--- config.mk ---
export PLATFORM = sky130hd
export DESIGN_NAME = swap_sched
export DESIGN_NICKNAME = d
export VERILOG_FILES = /design/src/rtl/swap_sched_pkg.sv /design/src/rtl/swap_sched_rr_arbiter.sv /design/src/rtl/swap_sched.sv
export SDC_FILE = /design/constraint.sdc
export NUM_CORES = 1
export LEC_CHECK = 0
export CORE_ASPECT_RATIO = 0.9
export CORE_UTILIZATION = 36
export DETAILED_ROUTE_END_ITERATION = 10
export PLACE_DENSITY_LB_ADDON = 0.2
export SETUP_SLACK_MARGIN = 0.15
export SYNTH_ARGS = -nofsm -noshare
export SYNTH_HDL_FRONTEND = slang
export SYNTH_SLANG_ARGS = --single-unit
--- constraint.sdc ---
create_clock -name clk -period 2.5 [get_ports clk]
set_input_delay 0.5 -clock clk [delete_from_list [all_inputs] [get_ports clk]]
set_output_delay 0.5 -clock clk [all_outputs]
set_load 0.1 [all_outputs]
--- src/rtl/swap_sched_pkg.sv ---
// swap_sched_pkg: state encoding and default geometry shared by swap_sched and its arbiter
package swap_sched_pkg;
    localparam int DEF_NREQ  = 2;
    localparam int DEF_DW    = 8;
    localparam int DEF_DEPTH = 4;
    localparam int DEF_AW    = 2;

    typedef logic [1:0] state_t;
    localparam state_t S_IDLE   = 2'd0;
    localparam state_t S_LATCH  = 2'd1;
    localparam state_t S_COMMIT = 2'd2;

    // requester id width, never narrower than one bit
    function automatic int id_width(input int n);
        return (n > 1) ? $clog2(n) : 1;
    endfunction
endpackage

--- src/rtl/swap_sched_rr_arbiter.sv ---
// rr_arbiter: round-robin one-hot grant over NREQ requests, pointer advances past each winner
module rr_arbiter
    import swap_sched_pkg::*;
#(
    parameter int NREQ = DEF_NREQ,
    parameter int IW   = id_width(NREQ)
) (
    input  logic            clk,
    input  logic            rst_n,
    input  logic [NREQ-1:0] req,
    input  logic            en,
    output logic [NREQ-1:0] gnt,
    output logic [IW-1:0]   id
);
    logic [IW-1:0] ptr;
    logic [IW-1:0] j;

    // scan from the farthest slot back toward ptr so the nearest request overwrites the rest
    always_comb begin
        gnt = '0;
        id  = '0;
        j   = '0;
        for (int k = NREQ - 1; k >= 0; k--) begin
            j = IW'((int'(ptr) + k) % NREQ);
            if (req[j]) begin
                gnt    = '0;
                gnt[j] = 1'b1;
                id     = j;
            end
        end
    end

    always_ff @(posedge clk or negedge rst_n) begin
        if (!rst_n)
            ptr <= '0;
        else if (en && |req)
            ptr <= (int'(id) == NREQ - 1) ? '0 : id + 1'b1;
    end
endmodule

--- src/rtl/swap_sched.sv ---
// swap_sched: register file with arbitrated two-entry swap requests plus a config write port
module swap_sched
    import swap_sched_pkg::*;
#(
    parameter int NREQ  = DEF_NREQ,
    parameter int DW    = DEF_DW,
    parameter int DEPTH = DEF_DEPTH,
    parameter int AW    = DEF_AW,
    localparam int IW   = id_width(NREQ)
) (
    input  logic               clk,
    input  logic               rst_n,
    input  logic [NREQ-1:0]    req_valid,
    input  logic [NREQ*AW-1:0] req_idx_a,
    input  logic [NREQ*AW-1:0] req_idx_b,
    output logic [NREQ-1:0]    req_ready,
    output logic               done,
    output logic [IW-1:0]      done_id,
    output logic               busy,
    input  logic               cfg_we,
    input  logic [AW-1:0]      cfg_addr,
    input  logic [DW-1:0]      cfg_wdata,
    output logic               cfg_ready,
    input  logic [AW-1:0]      rd_addr,
    output logic [DW-1:0]      rd_data
);
    state_t          state, state_nxt;
    logic [DW-1:0]   rf [DEPTH];
    logic [DW-1:0]   tmp_a, tmp_b;
    logic [AW-1:0]   idx_a, idx_b, sel_a, sel_b;
    logic [IW-1:0]   id_q, gnt_id;
    logic [NREQ-1:0] gnt;
    logic            arb_en, take, in_range;

    function automatic logic ok(input logic [AW-1:0] i);
        return int'(i) < DEPTH;
    endfunction

    function automatic logic [DW-1:0] rd(input logic [AW-1:0] i);
        return ok(i) ? rf[i] : '0;
    endfunction

    rr_arbiter #(.NREQ(NREQ), .IW(IW)) u_arb (
        .clk   (clk),
        .rst_n (rst_n),
        .req   (req_valid),
        .en    (arb_en),
        .gnt   (gnt),
        .id    (gnt_id)
    );

    always_ff @(posedge clk or negedge rst_n) begin
        if (!rst_n)
            state <= S_IDLE;
        else
            state <= state_nxt;
    end

    always_comb begin
        state_nxt = (state == S_IDLE)  ? (take ? S_LATCH : S_IDLE) :
                    (state == S_LATCH) ? S_COMMIT : S_IDLE;
    end

    // a config write in IDLE blocks the grant for that cycle
    always_comb begin
        busy      = state != S_IDLE;
        cfg_ready = state == S_IDLE;
        arb_en    = cfg_ready && !cfg_we;
        take      = arb_en && |req_valid;
        req_ready = arb_en ? gnt : '0;
    end

    assign sel_a   = req_idx_a[gnt_id*AW +: AW];
    assign sel_b   = req_idx_b[gnt_id*AW +: AW];
    assign rd_data = rd(rd_addr);

    // out-of-range swaps still run the sequence and pulse done, but leave rf untouched
    always_ff @(posedge clk or negedge rst_n) begin
        if (!rst_n) begin
            for (int i = 0; i < DEPTH; i++)
                rf[i] <= '0;
            tmp_a    <= '0;
            tmp_b    <= '0;
            idx_a    <= '0;
            idx_b    <= '0;
            id_q     <= '0;
            in_range <= 1'b0;
            done     <= 1'b0;
            done_id  <= '0;
        end else begin
            done <= 1'b0;
            if (state == S_IDLE && cfg_we && ok(cfg_addr))
                rf[cfg_addr] <= cfg_wdata;
            if (take) begin
                id_q     <= gnt_id;
                idx_a    <= sel_a;
                idx_b    <= sel_b;
                in_range <= ok(sel_a) && ok(sel_b);
            end
            if (state == S_LATCH) begin
                tmp_a <= rd(idx_a);
                tmp_b <= rd(idx_b);
            end
            if (state == S_COMMIT) begin
                if (in_range) begin
                    rf[idx_a] <= tmp_b;
                    rf[idx_b] <= tmp_a;
                end
                done    <= 1'b1;
                done_id <= id_q;
            end
        end
    end
endmodule

After elaboration in Yosys (flattened, before gate mapping) --
Cells that the tools add are included.
Cells by class: shift-type cells 2, bitwise operators 4, order comparisons 11, reduce and logical (&&, ||, !) cells 12, add/subtract/negate cells 2, mux-type cells 39, eq/ne operators 2
Operators by type and width (number):
- 32-bit bitwise mux | 3
- 32-bit two-way mux | 3
- 8-bit two-way mux | 9
- 8-bit binary-select mux with 2-bit select | 3
- 8-bit demux with 2-bit select | 3
- 3-bit greater-or-equal comparator (second input constant) | 4
- 2-bit NOT with 3-bit output | 4
- 1-bit two-way mux | 11
- 2-bit two-way mux | 5
- 3-bit by 1-bit < comparator with 1-bit output (second input constant) | 3
- 1-bit logical AND | 8
- 4-bit by 3-bit variable part select with 2-bit output | 2
- 1-bit by 2-bit < comparator with 1-bit output (second input constant) | 2
- 1-bit adder (second input constant) | 2
- 1-bit demux with 1-bit select | 2
- 2-bit by 1-bit equality test with 1-bit output (second input constant) | 1
- 2-bit equality test (second input constant) | 1
- 1-bit greater-or-equal comparator (second input constant) | 2
- 2-bit logical NOT | 1
- 2-bit nonzero test | 1
- 2-bit OR reduction | 1
- 1-bit logical NOT | 1
Storage, ports and cells: register bits after elaboration 59, word-level logic and storage cells 86, output and inout port bits 14

Depth between registers and ports, before layout --
depth in word-level cells 11, mapped depth 6

Cells and area by module --
From an unflattened synthesis, not the netlist that was laid out.
Unflattened totals: cell total of the unflattened synthesis 350, area, all modules 3821.2 um2
Modules (own cells, without submodules):
- swap_sched | seq. area each 1451.4 um2, cells an instance 343, times used 1, area each 3758.6 um2
- rr_arbiter | seq. area each 25.0 um2, cells an instance 7, times used 1, area each 62.6 um2

Worst setup path before layout --
No wires, ideal clock.
path kind register -> output, from reg state[1], to out busy, arrival 2663 ps, setup slack -663 ps, stages on the path, launching flop included 3, path through dfrtp_1 -> nor2_1 -> inv_1
Between the ends: cells in the longest elaborated chain, start to end 1
Ends and longest elaborated chain:
- start: declaration | line swap_sched.sv:27 | state_t state, state_nxt;
- start signal: assignment | line swap_sched.sv:56 | state <= state_nxt;
- 2-bit nonzero test | line swap_sched.sv:66 | busy = state != S_IDLE;
- end: declaration | line swap_sched.sv:19 | output logic busy,
Every way passes these cells.

Worst setup path after layout --
from in cfg_we, to out req_ready[1]
Between the ends: cells in the longest elaborated chain, start to end 3
Ends and longest elaborated chain:
- start: declaration | line swap_sched.sv:20 | input logic cfg_we,
- 1-bit logical NOT | line swap_sched.sv:68 | arb_en = cfg_ready && !cfg_we;
- 1-bit logical AND | line swap_sched.sv:68
- 2-bit two-way mux | line swap_sched.sv:70 | req_ready = arb_en ? gnt : '0;
- end: declaration | line swap_sched.sv:16 | output logic [NREQ-1:0] req_ready,
Every way passes these cells.

==> flow_metrics.tcl <==
set metrics [dict create \
    arrival_ps 1730 \
    end_kind "output port" \
    max_freq_mhz 447.9 \
    path_delay_family "buffers and inverters" \
    wire_per_inst_um 23.70 \
    clock_skew_ps 10.52 \
    ios 39 \
    viasPerCell 6.553 \
    areaGrowthSynthToFinish_pct 25.52 \
    nets 409 \
    ff2ff_path_depth 3 \
    antenna_found_initial 0 \
    hold_path_class "input pin to asynchronous set/reset pin" \
    slew_headroom_pct 50.19 \
    synth_cells 348 \
    slew_viol_final 0 \
    tightest_slew_ps 747.1 \
    yosysUniqueCellTypes 37 \
    cts_tree "done" \
    crit_required_ps 2000 \
    gr-max-usage-layer "met2" \
    cts_sinks 59 \
    grt_max_degree 33 \
    cts_buffers 9 \
    die_w_um 110.7 \
    io_buffers 38 \
    seqCellArea_um2 1476 \
    antenna_left 0 \
    rr_startpoint "idx_b[1]" \
    ys_seq_elements 59 \
    use_met1_pct 31.25 \
    root_buffer "clkbuf_16" \
    netlist_area_um2 3825 \
    grt_pass1_vias 3323 \
    power_mw 6.259 \
    critPathSlowestCell "clkdlybuf4s50_1" \
    synth_edf_count 0 \
    grt_pass1_wl_um 19180 \
    crit_chain "clkdlybuf4s50_1, nor3_2, and3_1, buf_12" \
    status "finished, final reports clean" \
    synth_top_area_share_pct 38.60 \
    use_met2_pct 34.59 \
    async_reset_ff_share_pct 100.0 \
    report.final.hold_viol_count 0 \
    route.detailed.drc 0 \
    startpoint "cfg_we" \
    holdWs_ps 221.5 \
    overflow 0 \
    seq_area_frac_synth_pct 38.60 \
    drv_cap 0 \
    finalCriticalPeriod_ps 2233 \
    leakagePower_nw 1.861 \
    start_kind "input pin" \
    powerDensity_nw_per_um2 1304 \
    ir_drop_mv 0.9084 \
    via_count 3388 \
    path_class "input pin to output port" \
    start_util_pct 37.17 \
    die_y_um 99.79 \
    holdBufCountCts 0 \
    syn_area_per_cell_um2 10.99 \
    grt_setup_unrepaired "no" \
    critPathMaxFanout 7 \
    yosys.area.top_type "dfrtp_1" \
    antenna_cells 0 \
    critical_path_depth 4 \
    drt-pass1-iter-count 5 \
    multi_input_area_um2 2146 \
    drtIter0Drc 240 \
    cts.path.max_buffers 2 \
    r2r_setup_slack_ps 340 \
    synth_flop_cell "dfrtp_1" \
    clkLatencyLatePin_ps 340 \
    clk_pin_slew_worst_paths_ps 50 \
    yosys_warnings 0 \
    finalSetupTns_ps 0 \
    core_area_um2 10290 \
    cts_max_level 3 \
    layout-drive-gt1-share_pct 27.06 \
    dieArea_um2 11040 \
    met3_usage_pct 6.522 \
    place_congestion 0.8895 \
    synthTopCellsByArea "dfrtp_1 39%, mux4_2 12%, o32ai_1 7.3%" \
    fin_crit_sh_pct 89.30 \
    routed_wl_um 12250 \
    syn-num-nets 373 \
    cp_num_buf_inv 2 \
    grtUsageTotal_pct 23.26 \
    fillers 923 \
    slowest_delay_ps 450 \
    num_rows 35 \
    dpl.hpwl_um 7944 \
    setup_viol 0 \
]
==> power breakdown <==
part           internal, mW  switching (mW)  leakage (nW)
combinational          1.43            1.58          1.03
clock                 0.874           0.439         0.155
sequential             1.39           0.553         0.673
total                  3.69            2.57          1.86
==> cells in the final DEF (no fill, tap or decap), drive strengths merged <==
cell	Yosys	layout
a21boi	1	1
a21o	2	2
a21oi	36	36
a221o	4	4
a31oi	32	32
and2	3	3
and3	13	13
and3b	16	16
buf	23	41
bufinv	0	1
clkbuf	16	14
clkdlybuf4s50	0	21
dfrtp	59	59
dlygate4sd2	0	2
inv	2	2
mux2	17	17
mux4	24	24
nand2	3	3
nand2b	7	7
nand3b	1	1
nor2	3	3
nor2b	6	6
nor3	33	33
nor3b	9	9
o21ai	1	1
o32ai	32	32
or2	3	3
or2b	1	1
or3b	1	1
==> final timing paths <==
check	to
min in group clk	in_range
setup / recovery	req_ready[1]
hold / removal	rf[28]
hold reg to reg	in_range
max in group asynchronous	done_id
setup reg to reg	rf[14]
==> kinds of logic (layout without fill, tap and decap cells) <==
family / count (synthesis) / after routing / synth area share, %
flip-flops: 59 / 59 / 38.60
AND/OR/NAND/NOR: 99 / 99 / 16.59
buffers and inverters: 41 / 81 / 5.757
AO/OA/AOI/OAI: 108 / 108 / 19.53
multiplexers: 41 / 41 / 19.53
==> layout make-up <==
cell class | instances | share of cell area (%)
Sequential cell | 59 | 30.75
Clock buffer | 14 | 5.916
Inverter | 2 | 0.1564
Tap cell | 129 | 3.362
Timing Repair Buffer | 64 | 14.49
Multi-Input combinational cell | 248 | 44.70
Clock inverter | 1 | 0.6255
==> through the flow <==
step | std cells | setup WS [ps] | utilization (%) | cell area [um2]
2_1_floorplan | 348 | 399.6 | - | 3832
3_3_place_gp | 501 | 18.15 | 43.51 | 4478
3_5_place_dp | 501 | 16.23 | 43.51 | 4478
4_1_cts | 517 | 163.9 | 46.61 | 4797
5_1_grt | 517 | 194.6 | 46.65 | 4801
6_report | 517 | 267.4 | 46.65 | 4801
==> timing repair <==
| action | 4_1_cts | 5_1_grt |
|---|---|---|
| cloned | 0 | 0 |
| setup endpoints to repair | 8 | 1 |
| endpoints found under the hold margin | 0 | 0 |
| setup buffers | 1 | 0 |
| gates resized for setup | 2 | 2 |
==> cells in the mapped netlist, types with 2 or more instances <==
library cell  number
a31oi_1           32
clkbuf_1          13
a21oi_1           32
a221o_1            4
nor2b_1            6
or2_2              3
clkbuf_2           3
buf_1              5
mux2_2            15
and2_1             2
and3b_1           16
nor3b_1            8
inv_1              2
nand2b_1           7
o32ai_1           32
nor3_1            31
nand2_1            3
mux4_2            21
dfrtp_1           59
nor2_1             3
a21o_1             2
buf_2             11
nor3_2             2
buf_6              6
a21oi_2            4
mux4_1             3
and3_1            13
==> state kept, by name, indices dropped and copies added, names as in the netlist <==
register and count:
rf 32, idx_a 2, idx_b 2, done 1, tmp_a 8, done_id 1
u_arb.ptr 1, state 2, id_q 1, tmp_b 8, in_range 1
==> per-layer routing <==
metal  wire (um)  vias up
li1            -     1481
met1        5165     1676
met2        5545      193
met3        1098       38
met4         445        0
met5           0        -
==> worst reg2reg max path: stages (launching register included) <==
cell and delay [ps]:
dfrtp_1 660, nand2b_1 450, a21oi_2 680, o32ai_1 210
Power figures use the tool's default switching activity.
